## src/rtl/decomp_pkg.sv

```systemverilog
// rtl/decomp_pkg.sv - Shared types, code prefixes and field offsets for the Stage-1 code decoder.
// Optional feature macro used by the consumers of this package: DECOMP_ERR_CNT_EN.
package decomp_pkg;

  localparam int DICT_DEPTH = 16;
  localparam int IDX_W      = 4;
  localparam int WORD_W     = 32;
  localparam int CODE_W     = 34;
  localparam int ERR_CNT_W  = 16;

  typedef enum logic [2:0] {
    ZZZZ = 3'd0,
    LIT  = 3'd1,
    MMMM = 3'd2,
    MMXX = 3'd3,
    ZZZX = 3'd4,
    MMMX = 3'd5,
    RSVD = 3'd6
  } code_type_e;

  // Two-bit prefixes, then four-bit prefixes under the 2'b11 escape.
  localparam logic [1:0] PFX_ZZZZ = 2'b00;
  localparam logic [1:0] PFX_LIT  = 2'b01;
  localparam logic [1:0] PFX_MMMM = 2'b10;
  localparam logic [1:0] PFX_LONG = 2'b11;
  localparam logic [3:0] PFX_MMXX = 4'b1100;
  localparam logic [3:0] PFX_ZZZX = 4'b1101;
  localparam logic [3:0] PFX_MMMX = 4'b1110;
  localparam logic [3:0] PFX_RSVD = 4'b1111;

  localparam int LIT_LSB       = 0;
  localparam int MMMM_IDX_LSB  = 28;
  localparam int SHORT_IDX_LSB = 26;
  localparam int MMXX_HW_LSB   = 10;
  localparam int ZZZX_BYTE_LSB = 22;
  localparam int MMMX_BYTE_LSB = 18;

  // Code types whose decoded word enters the FIFO dictionary.
  function automatic logic updates_dict(input code_type_e t);
    return (t == LIT) || (t == MMXX) || (t == MMMX);
  endfunction

endpackage

```

## src/rtl/code_classifier.sv

```systemverilog
// rtl/code_classifier.sv - Combinational prefix decode of one MSB-aligned code into type and fields.
// Fields not belonging to the detected type are forced to zero so don't-care code bits never leak.
module code_classifier
  import decomp_pkg::*;
(
  input  logic [CODE_W-1:0] code,
  output code_type_e        code_type,
  output logic [IDX_W-1:0]  idx,
  output logic [7:0]        byte_val,
  output logic [15:0]       half_word,
  output logic [WORD_W-1:0] literal
);

  always_comb begin
    code_type = RSVD;
    idx       = '0;
    byte_val  = '0;
    half_word = '0;
    literal   = '0;
    case (code[CODE_W-1 -: 2])
      PFX_ZZZZ: code_type = ZZZZ;
      PFX_LIT: begin
        code_type = LIT;
        literal   = code[LIT_LSB +: WORD_W];
      end
      PFX_MMMM: begin
        code_type = MMMM;
        idx       = code[MMMM_IDX_LSB +: IDX_W];
      end
      PFX_LONG: begin
        case (code[CODE_W-1 -: 4])
          PFX_MMXX: begin
            code_type = MMXX;
            idx       = code[SHORT_IDX_LSB +: IDX_W];
            half_word = code[MMXX_HW_LSB +: 16];
          end
          PFX_ZZZX: begin
            code_type = ZZZX;
            byte_val  = code[ZZZX_BYTE_LSB +: 8];
          end
          PFX_MMMX: begin
            code_type = MMMX;
            idx       = code[SHORT_IDX_LSB +: IDX_W];
            byte_val  = code[MMMX_BYTE_LSB +: 8];
          end
          default: code_type = RSVD;
        endcase
      end
      default: code_type = RSVD;
    endcase
  end

endmodule

```

## src/rtl/decomp_stage1_decoder.sv

```systemverilog
// rtl/decomp_stage1_decoder.sv - Stage-1 decoder: rebuilds 32-bit words from codes with a 16-entry FIFO dictionary.
// Optional saturating reserved-code counter port err_cnt_o is built when DECOMP_ERR_CNT_EN is defined.
module decomp_stage1_decoder
  import decomp_pkg::*;
(
  input  logic                         clk_i,
  input  logic                         rst_i,
  input  logic                         code_valid_i,
  output logic                         code_ready_o,
  input  logic [CODE_W-1:0]            code_i,
  output logic                         word_valid_o,
  input  logic                         word_ready_i,
  output logic [WORD_W-1:0]            word_o,
  output logic                         err_o,
  output logic [DICT_DEPTH*WORD_W-1:0] dictionary_o
`ifdef DECOMP_ERR_CNT_EN
  ,
  output logic [ERR_CNT_W-1:0]         err_cnt_o
`endif
);

  code_type_e        code_type;
  logic [IDX_W-1:0]  idx;
  logic [7:0]        byte_val;
  logic [15:0]       half_word;
  logic [WORD_W-1:0] literal;

  logic [WORD_W-1:0] dict [DICT_DEPTH];
  logic [IDX_W-1:0]  wr_ptr;
  logic [WORD_W-1:0] dict_entry;
  logic [WORD_W-1:0] dec_word;
  logic              dec_err;
  logic              accept;

  code_classifier u_classifier (
    .code      (code_i),
    .code_type (code_type),
    .idx       (idx),
    .byte_val  (byte_val),
    .half_word (half_word),
    .literal   (literal)
  );

  assign code_ready_o = !word_valid_o || word_ready_i;
  assign accept       = code_valid_i && code_ready_o;

  // Lookup sees pre-update contents; a write to the same slot lands on this edge.
  assign dict_entry = dict[idx];

  always_comb begin
    dec_word = '0;
    dec_err  = 1'b0;
    case (code_type)
      ZZZZ:    dec_word = '0;
      LIT:     dec_word = literal;
      MMMM:    dec_word = dict_entry;
      MMXX:    dec_word = {dict_entry[31:16], half_word};
      ZZZX:    dec_word = {24'h0, byte_val};
      MMMX:    dec_word = {dict_entry[31:8], byte_val};
      default: dec_err  = 1'b1;
    endcase
  end

  always_ff @(posedge clk_i or posedge rst_i) begin
    if (rst_i) begin
      word_valid_o <= 1'b0;
      word_o       <= '0;
      err_o        <= 1'b0;
    end else if (accept) begin
      word_valid_o <= 1'b1;
      word_o       <= dec_word;
      err_o        <= dec_err;
    end else if (word_ready_i) begin
      word_valid_o <= 1'b0;
    end
  end

  always_ff @(posedge clk_i or posedge rst_i) begin
    if (rst_i) begin
      for (int k = 0; k < DICT_DEPTH; k++) begin
        dict[k] <= '0;
      end
      wr_ptr <= '0;
    end else if (accept && updates_dict(code_type)) begin
      dict[wr_ptr] <= dec_word;
      wr_ptr       <= wr_ptr + 1'b1;
    end
  end

  for (genvar g = 0; g < DICT_DEPTH; g++) begin : g_dict_mirror
    assign dictionary_o[g*WORD_W +: WORD_W] = dict[g];
  end

`ifdef DECOMP_ERR_CNT_EN
  logic [ERR_CNT_W-1:0] err_cnt;

  always_ff @(posedge clk_i or posedge rst_i) begin
    if (rst_i) begin
      err_cnt <= '0;
    end else if (accept && (code_type == RSVD) && (err_cnt != {ERR_CNT_W{1'b1}})) begin
      err_cnt <= err_cnt + 1'b1;
    end
  end

  assign err_cnt_o = err_cnt;
`endif

endmodule

```

## config.mk

```make
export PLATFORM = sky130hd
export DESIGN_NAME = decomp_stage1_decoder
export DESIGN_NICKNAME = d
export VERILOG_FILES = /design/src/rtl/decomp_pkg.sv /design/src/rtl/code_classifier.sv /design/src/rtl/decomp_stage1_decoder.sv
export SDC_FILE = /design/constraint.sdc
export NUM_CORES = 1
export LEC_CHECK = 0
export ABC_AREA = 1
export CAP_MARGIN = 10
export CORE_MARGIN = 3
export CORE_UTILIZATION = 40
export DETAILED_ROUTE_END_ITERATION = 8
export PLACE_DENSITY = 0.68
export SLEW_MARGIN = 15
export SYNTH_ARGS = -nofsm -noshare
export SYNTH_HDL_FRONTEND = slang
export SYNTH_SLANG_ARGS = --single-unit
```

## constraint.sdc

```tcl
create_clock -name clk_i -period 18.25 [get_ports clk_i]
set_input_delay 2.7375 -clock clk_i [delete_from_list [all_inputs] [get_ports clk_i]]
set_output_delay 2.7375 -clock clk_i [all_outputs]
set_load 0.1 [all_outputs]
```

==> Yosys cells after proc, flatten, opt, wreduce, memory -nomap -nowiden <==
Index checks and enable logic that the tools add are counted.
{ "word_totals": {"reg_bits": 550, "in_bits": 38, "output_inout_bits": 547} }
{ "classes": {"add_sub_neg": 1, "order_cmp": 3, "n_eq_ne": 11, "mux": 19, "bitwise_logic": 2, "n_reduce_logical": 12} }
{ "op_table": {"columns": ["operator", "n"], "rows": [
  ["bitwise mux 512 bit", 1],
  ["one-hot mux 32 bit (5 select lines)", 1],
  ["binary-select mux 32 bit (select 4 bit)", 1],
  ["demux 32 bit (select 4 bit)", 1],
  ["2-to-1 mux 32 bit", 4],
  ["2-to-1 mux 16 bit", 2],
  ["one-hot mux 8 bit (2 select lines)", 1],
  ["equality test 4 bit, second input constant", 3],
  ["one-hot mux 3 bit (4 select lines)", 1],
  [">= comparator 5 bit, second input constant", 2],
  ["NOT 4 -> 5 bit", 2],
  ["one-hot mux 3 bit (3 select lines)", 1],
  ["2-to-1 mux 8 bit", 1],
  ["one-hot mux 4 bit (2 select lines)", 1],
  ["equality test 3 x 2 -> 1 bit, second input constant", 2],
  ["equality test 3 bit, second input constant", 2],
  ["OR reduction 6 bit", 1],
  ["less-than comparator 5 x 1 -> 1 bit, second input constant", 1],
  ["adder 4 x 1 -> 4 bit, second input constant", 1],
  ["equality test 2 bit, second input constant", 2],
  ["2-to-1 mux 4 bit", 1],
  ["equality test 3 x 1 -> 1 bit, second input constant", 1],
  ["logical AND 1 bit", 3],
  ["logical NOT 3 bit", 1],
  ["7 further kinds", 11]
]} }

==> Depth between registers and ports, before layout <==
Gate-level depths: netlist of the first run.
{ "depth": {"depth_word": 10, "ltp_mapped": 16} }

==> Hierarchy <==
A second synthesis of the first run with hierarchy kept.
{ "unflattened": {"hier_cells": 3954, "hier_area_um2": 28277.1} }
{ "by_module_without_submodules": {"columns": ["mod", "instances", "cells_per_inst", "area_each_um2", "seq_area_each_um2"], "rows": [
  ["decomp_stage1_decoder", 1, 3817, 27702.8, 13763.2],
  ["code_classifier", 1, 137, 574.3, 0.0]
]} }

==> Least setup slack after synthesis of the first run <==
Ideal clock, no wire load.
{ "synth_timing": {"path_type": "input port to output port", "startpoint": "in word_ready_i", "endpoint": "out code_ready_o", "t_arrival_ns": 3.427, "required_ns": 15.512, "path_slack_ns": 12.086, "path_stages": 2, "path_cell_list": "inv_1 > nand2_1"} }
{ "synth_between": {"elab_chain_len": 1} }
{ "synth_lines": {"columns": ["item", "line", "rtl"], "rows": [
  ["start, declared", "decomp_stage1_decoder.sv:12", "input logic word_ready_i,"],
  ["logical OR 1 bit", "decomp_stage1_decoder.sv:44", "assign code_ready_o = !word_valid_o || word_ready_i;"],
  ["end, declared", "decomp_stage1_decoder.sv:9", "output logic code_ready_o,"]
]} }
Every way passes these cells.

==> Worst setup path in the final report of the first run <==
Ends and elaborated chain as after synthesis.

==> impl_metrics.tcl, run 1 <==
set metrics [dict create \
    status "complete, no violations" \
    critPathMaxStageDelay_ns 1.18 \
    place_hpwl_mm 85.7 \
    crit_buf_inv 3 \
    yosysWarnings 0 \
    drcViolationCount 0 \
    rr_worst_depth 10 \
    root_buffer "clkbuf_16" \
    die_h_um 266 \
    power.total_w 0.00706 \
    setup_viol 0 \
    leakagePower_nw 17.4 \
    port_buffers 584 \
    die_area_um2 70900 \
    period_needed_ns 7.26 \
    wl_per_cell_um 26.3 \
    avgSynthCellArea_um2 7.42 \
    rsz0062_at_grt "false" \
    combPwrFrac_pct 54.1 \
    first_global_vias 26900 \
    grt_antenna_before_repair 8 \
    ys_seq_area_share_pct 50.8 \
    crit_required_ns 15.51 \
    overflow 0 \
    worstHoldEndpoint "word_o[19]" \
    worst-slew-pin-transition_ns 1.19 \
    numCtsBuffers 61 \
    grt_max_degree 160 \
    start_util_pct 40.8 \
    holdPathStages 2 \
    ys_ff_latch 550 \
    routed_wl_mm 131 \
    pre_cts_ws_ns 10.98 \
    r2r-end "dictionary_o[162]" \
    layout.nets 4117 \
    h-tree-depth 2 \
    worstHoldStart "word_o[19]" \
    syn_area_um2 27100 \
    io_pins 585 \
    utilization_pct 53.0 \
    viasPerCell 5.71 \
    p_clk_share_pct 19.2 \
    syn-num-nets 3691 \
    cap_viol_max_count 0 \
    timing.hold.ws_ns 0.478 \
    cts_setup_buffers 0 \
    dr.pass1.iters 6 \
    synth.distinct_cells 25 \
    clkLatencyLatePin_ns 0.64 \
    ir_drop_mv 0.170 \
    antenna_left 0 \
    p_sw_share_pct 55.8 \
    hold_viol_final 0 \
    crit_family "buffers and inverters" \
    vias 28500 \
    postSynth.asyncResetShare_pct 100 \
    crit_fanout 3 \
    sequentialPowerShare_pct 26.7 \
    drt_iter0_drc 3749 \
    power-per-cell-area_nw_per_um2 201 \
    p_switching_w 0.00394 \
    synth-main-ff-cell "dfrtp_1" \
    cts_resized 0 \
    hp-class "flip-flop to flip-flop" \
    endpoint_kind "output port" \
    finalClockSkew_ns 0.0234 \
    cp.arrival_ns 4.53 \
    start_kind "input pin" \
    syn_inst 3649 \
    track_usage_pct 35.9 \
    num_rows 94 \
    drv_slew 0 \
    finalWorstSetupSlack_ns 10.99 \
    synth_edf_count 0 \
    clock-sinks 550 \
    die_x_um 266 \
    p_int_w 0.00312 \
    cp_common_cell "clkdlybuf4s50_1" \
    worstSetupPathType "input pin to output port" \
    tns_ns 0 \
    fin_crit_sh_pct 39.8 \
    core-area_um2 66500 \
    grt_pass1_wl_mm 188 \
    r2r_setup_slack_ns 14.90 \
    slowest_stage "clkdlybuf4s50_1" \
    hold_buffers 0 \
    worstPathCellList "clkdlybuf4s50_1, inv_1, nand2_1, clkdlybuf4s50_1" \
    place.gp.congestion 0.959 \
    cts_tree "yes" \
    drive_above_1_share_pct 5.43 \
    cts_max_path_buffers 3 \
    cts.clk_slew.worst_paths_ns 0.06 \
    reg2reg_from "word_valid_o" \
    max_freq_mhz 138 \
    slew_headroom_pct 20.3 \
    syn2layout_area_growth_pct 30.0 \
]
worst max path at each step:
stage,from,end,slack (ns),cells after the start
3_3_place_gp,code_i[33],word_o[31],11.00,14
4_1_cts,word_ready_i,code_ready_o,10.99,4
2_1_floorplan,rst_i,dictionary_o[0],0.14,1
5_1_grt,word_ready_i,code_ready_o,10.96,4
6_report,word_ready_i,code_ready_o,10.99,4
3_5_place_dp,code_i[33],word_o[31],10.98,14
registers in the layout, summed over array words and instances, names as in the netlist:
signal        count
word_valid_o      1
err_o             1
dictionary_o    512
wr_ptr            4
word_o           32
cells in the mapped netlist (8+ instances only):
cell type	instances	area, µm²
buf_2	108	541
o21ai_0	9	45.0
inv_1	52	195
a221oi_1	8	70.1
nand2_2	33	206
nor2_1	15	56.3
nand3_1	700	3500
buf_1	10	37.5
dfrtp_1	550	13800
nand2_1	1961	7360
clkbuf_1	79	297
buf_6	28	315
buf_4	42	315
inv_2	16	60.1
nor2_2	8	50.1
o22ai_1	8	50.1
cell usage in the layout, fill, tap and decap left out, types with 6 or more instances in the layout:
cell,synthesis,routed
a221oi_1,8,8
buf_4,42,46
bufinv_16,0,9
clkbuf_1,79,10
clkbuf_16,0,63
clkbuf_8,0,16
clkdlybuf4s50_1,0,583
clkinv_2,0,6
dfrtp_1,550,550
inv_1,52,50
inv_2,16,15
nand2_1,1961,1959
nand2_2,33,34
nand3_1,700,700
nor2_4,2,18
o21ai_0,9,9
o22ai_1,8,8
kinds of logic after synthesis:
logic type	Yosys count	share of synthesized area [%]
flops	550	50.8
simple gates	2729	41.7
buf+inv	335	6.50
fa+ha+maj	4	0.185
xor+xnor	3	0.0970
compound gates	28	0.735
tightest hold or removal path, delay by kind of cell, from the launching register on:
kind	cells	cell delay, ns
and+or+nand+nor	2	0.10
DFF	1	0.34
per-layer routing:
metal / track usage [%] / vias to the layer above / wire [µm]
li1: - / 12400 / -
met1: 46.2 / 13700 / 48900
met2: 55.9 / 2024 / 59400
met3: 9.04 / 382 / 15100
met4: 19.5 / 14 / 7580
met5: 0 / - / 103
power groups by stage:
stage	logic, W	clock network, W	registers (W)
finish	0.00382	0.00136	0.00188
global route	0.00394	0.00142	0.00191
CTS	0.00382	0.00136	0.00187
detailed placement	0.00382	0	0.00188
global placement	0.00379	0	0.00188
floorplan	0.000569	0	0.00407
final cells by class:
class                   instances  area [µm²]
diodes                          1        2.50
clock buffers                  89        1830
clock inverters                21         349
fillers                      6251       31300
inverters                      68         265
multi-input cells            2764       11700
flip-flops and latches        550       13800
well taps                     864        1080
repair buffers                630        6200
stage by stage:
stage	cell area (µm²)	std cells
3_5_place_dp	33000	4876
3_3_place_gp	33000	4876
6_report	35200	4987
5_1_grt	35200	4987
2_1_floorplan	27100	3649
4_1_cts	35200	4986
No activity file was read; power rests on OpenSTA's default activity.
==> inputs of run 2 (changes only) <==
==> constraint.sdc (replaced) <==
create_clock -name clk_i -period 6.1 [get_ports clk_i]
set_input_delay 0.915 -clock clk_i [delete_from_list [all_inputs] [get_ports clk_i]]
set_output_delay 0.915 -clock clk_i [all_outputs]
set_load 0.1 [all_outputs]
==> run 2 against run 1 <==
  * Final cell count about the same
  * Global-route usage decreased by 0.38 points
  * Critical path depth rose by 8
  * Die area unchanged
  * Critical path type is now input pin to flip-flop
  * Largest cell class unchanged
==> impl_metrics.tcl, run 2 (synthesis gave the netlist of run 1 again) <==
set metrics [dict create \
    rsz0062_at_grt "false" \
    syn2layout_area_growth_pct 29.7 \
    overflow 0 \
    io_pins 585 \
    reg2reg_from "word_valid_o" \
    die_area_um2 70900 \
    start_kind "input pin" \
    crit_family "simple AND/OR/NAND/NOR gates" \
    cts_max_path_buffers 3 \
    cts_resized 0 \
    crit_required_ns 6.66 \
    worstHoldEndpoint "word_o[30]" \
    setup_viol 0 \
    cts_setup_buffers 0 \
    drive_above_1_share_pct 5.46 \
    largest_reg_flops 512 \
    layout.nets 4118 \
    place_hpwl_mm 85.7 \
    worst-slew-pin-transition_ns 1.17 \
    antenna_left 0 \
    pre_cts_ws_ns 1.53 \
    clock-sinks 550 \
    drt_iter0_drc 4017 \
    num-fill-cells 6350 \
    crit_fanout 49 \
    viasPerCell 5.67 \
    holdPathStages 2 \
    track_usage_pct 35.5 \
    die_h_um 266 \
    vias 28300 \
    tns_ns 0 \
    finalClockSkew_ns 0.0177 \
    utilization_pct 52.9 \
    hold_viol_final 0 \
    fin_crit_sh_pct 66.5 \
    hold_buffers 0 \
    hp-class "flip-flop to flip-flop" \
    grt_pass1_wl_mm 186 \
    core-area_um2 66500 \
    finalWorstSetupSlack_ns 2.04 \
    first_global_vias 26500 \
    worstHoldStart "word_o[30]" \
    routed_wl_mm 129 \
    root_buffer "clkbuf_16" \
    critPathMaxStageDelay_ns 0.71 \
    leakagePower_nw 17.3 \
    cap_viol_max_count 0 \
    numCtsBuffers 60 \
    layout_commonest_cell "nand2_1" \
    ir_drop_mv 0.494 \
    cp.arrival_ns 4.62 \
    power-per-cell-area_nw_per_um2 592 \
    worstPathCellList "clkdlybuf4s50_1, nand3_4, nand2_8, buf_4, nand2_1, nand3_1, nand3_1, nand3_1, nand3_1, nand2_2, nand2_1, nand2_1" \
    period_needed_ns 4.06 \
    num_rows 94 \
    dr.pass1.iters 7 \
    cts.clk_slew.worst_paths_ns 0.06 \
    slowest_stage "clkdlybuf4s50_1" \
    cts_tree "yes" \
    final_cells 4991 \
    r2r_setup_slack_ns 3.21 \
    worstSetupPathType "input pin to flip-flop" \
    grt_max_degree 174 \
    rr_worst_depth 9 \
    clkLatencyLatePin_ns 0.63 \
    drv_slew 0 \
    crit_buf_inv 2 \
    start_util_pct 40.8 \
    h-tree-depth 2 \
    port_buffers 584 \
    r2r-end "dictionary_o[471]" \
    status "complete, no violations" \
    grt_antenna_before_repair 5 \
    drcViolationCount 0 \
    slew_headroom_pct 21.6 \
    place.gp.congestion 0.992 \
    die_x_um 266 \
    wl_per_cell_um 25.9 \
    max_freq_mhz 247 \
    dpl.cell_count 4878 \
    cp_common_cell "nand3_1" \
    final_cell_mix "nand2_1, nand3_1, clkdlybuf4s50_1" \
    endpoint_kind "flip-flop" \
]
## run 2: cell count changes in the layout (fill, tap and decap cells not counted), moves of 2 or more
cell,before,now
buf_12,1,9
buf_4,46,41
bufinv_16,9,5
clkbuf_1,10,7
clkbuf_16,63,61
clkbuf_8,16,13
clkinv_2,6,14
diode_2,1,8
## run 2: cell type report
cell class / count / area (µm²) / area share, %
flip-flops and latches: 550 / 13800 / 39.2
multi-input cells: 2764 / 11700 / 33.3
clock inverters: 24 / 260 / 0.741
well taps: 864 / 1080 / 3.08
repair buffers: 632 / 6310 / 18.0
inverters: 68 / 262 / 0.744
diodes: 8 / 20.0 / 0.0570
clock buffers: 81 / 1730 / 4.93
## run 2: worst max-delay path by stage
stage	slack [ns]	cells past startpoint	from	endpoint
floorplan	-2.30	1	rst_i	dictionary_o[0]
global placement	1.55	12	code_i[33]	dictionary_o[205]
detailed placement	1.53	12	code_i[33]	dictionary_o[45]
CTS	2.18	12	code_i[33]	dictionary_o[173]
global route	1.90	12	code_i[33]	dictionary_o[109]
finish	2.04	12	code_i[33]	dictionary_o[411]
## run 2: layer usage
metal	vias to the layer above	routed length, µm	global-route usage (%)
met5	-	47	0.270
met4	6	6720	16.4
li1	12400	-	-
met2	1873	59600	56.5
met1	13700	49100	46.4
met3	344	14000	7.97
## run 2: where the power goes
part / internal [W] / leakage (nW) / switching, W
Combinational: 0.00230 / 8.84 / 0.00913
Clock: 0.00218 / 0.988 / 0.00158
Sequential: 0.00460 / 7.52 / 0.00102
## run 2: worst min-delay path: stages, from the launching register on
cell and delay (ns):
dfrtp_1 0.34, nand2_1 0.05, nand2_1 0.06
## run 2: metrics by stage
step                      hold slack, ns  cell area, µm²  total power (W)
after floorplan                    0.511           27100           0.0139
after global placement             0.463           33100           0.0170
after detailed placement           0.465           33100           0.0170
after CTS                          0.481           35100           0.0208
after global routing               0.497           35100           0.0214
final                              0.480           35100           0.0208
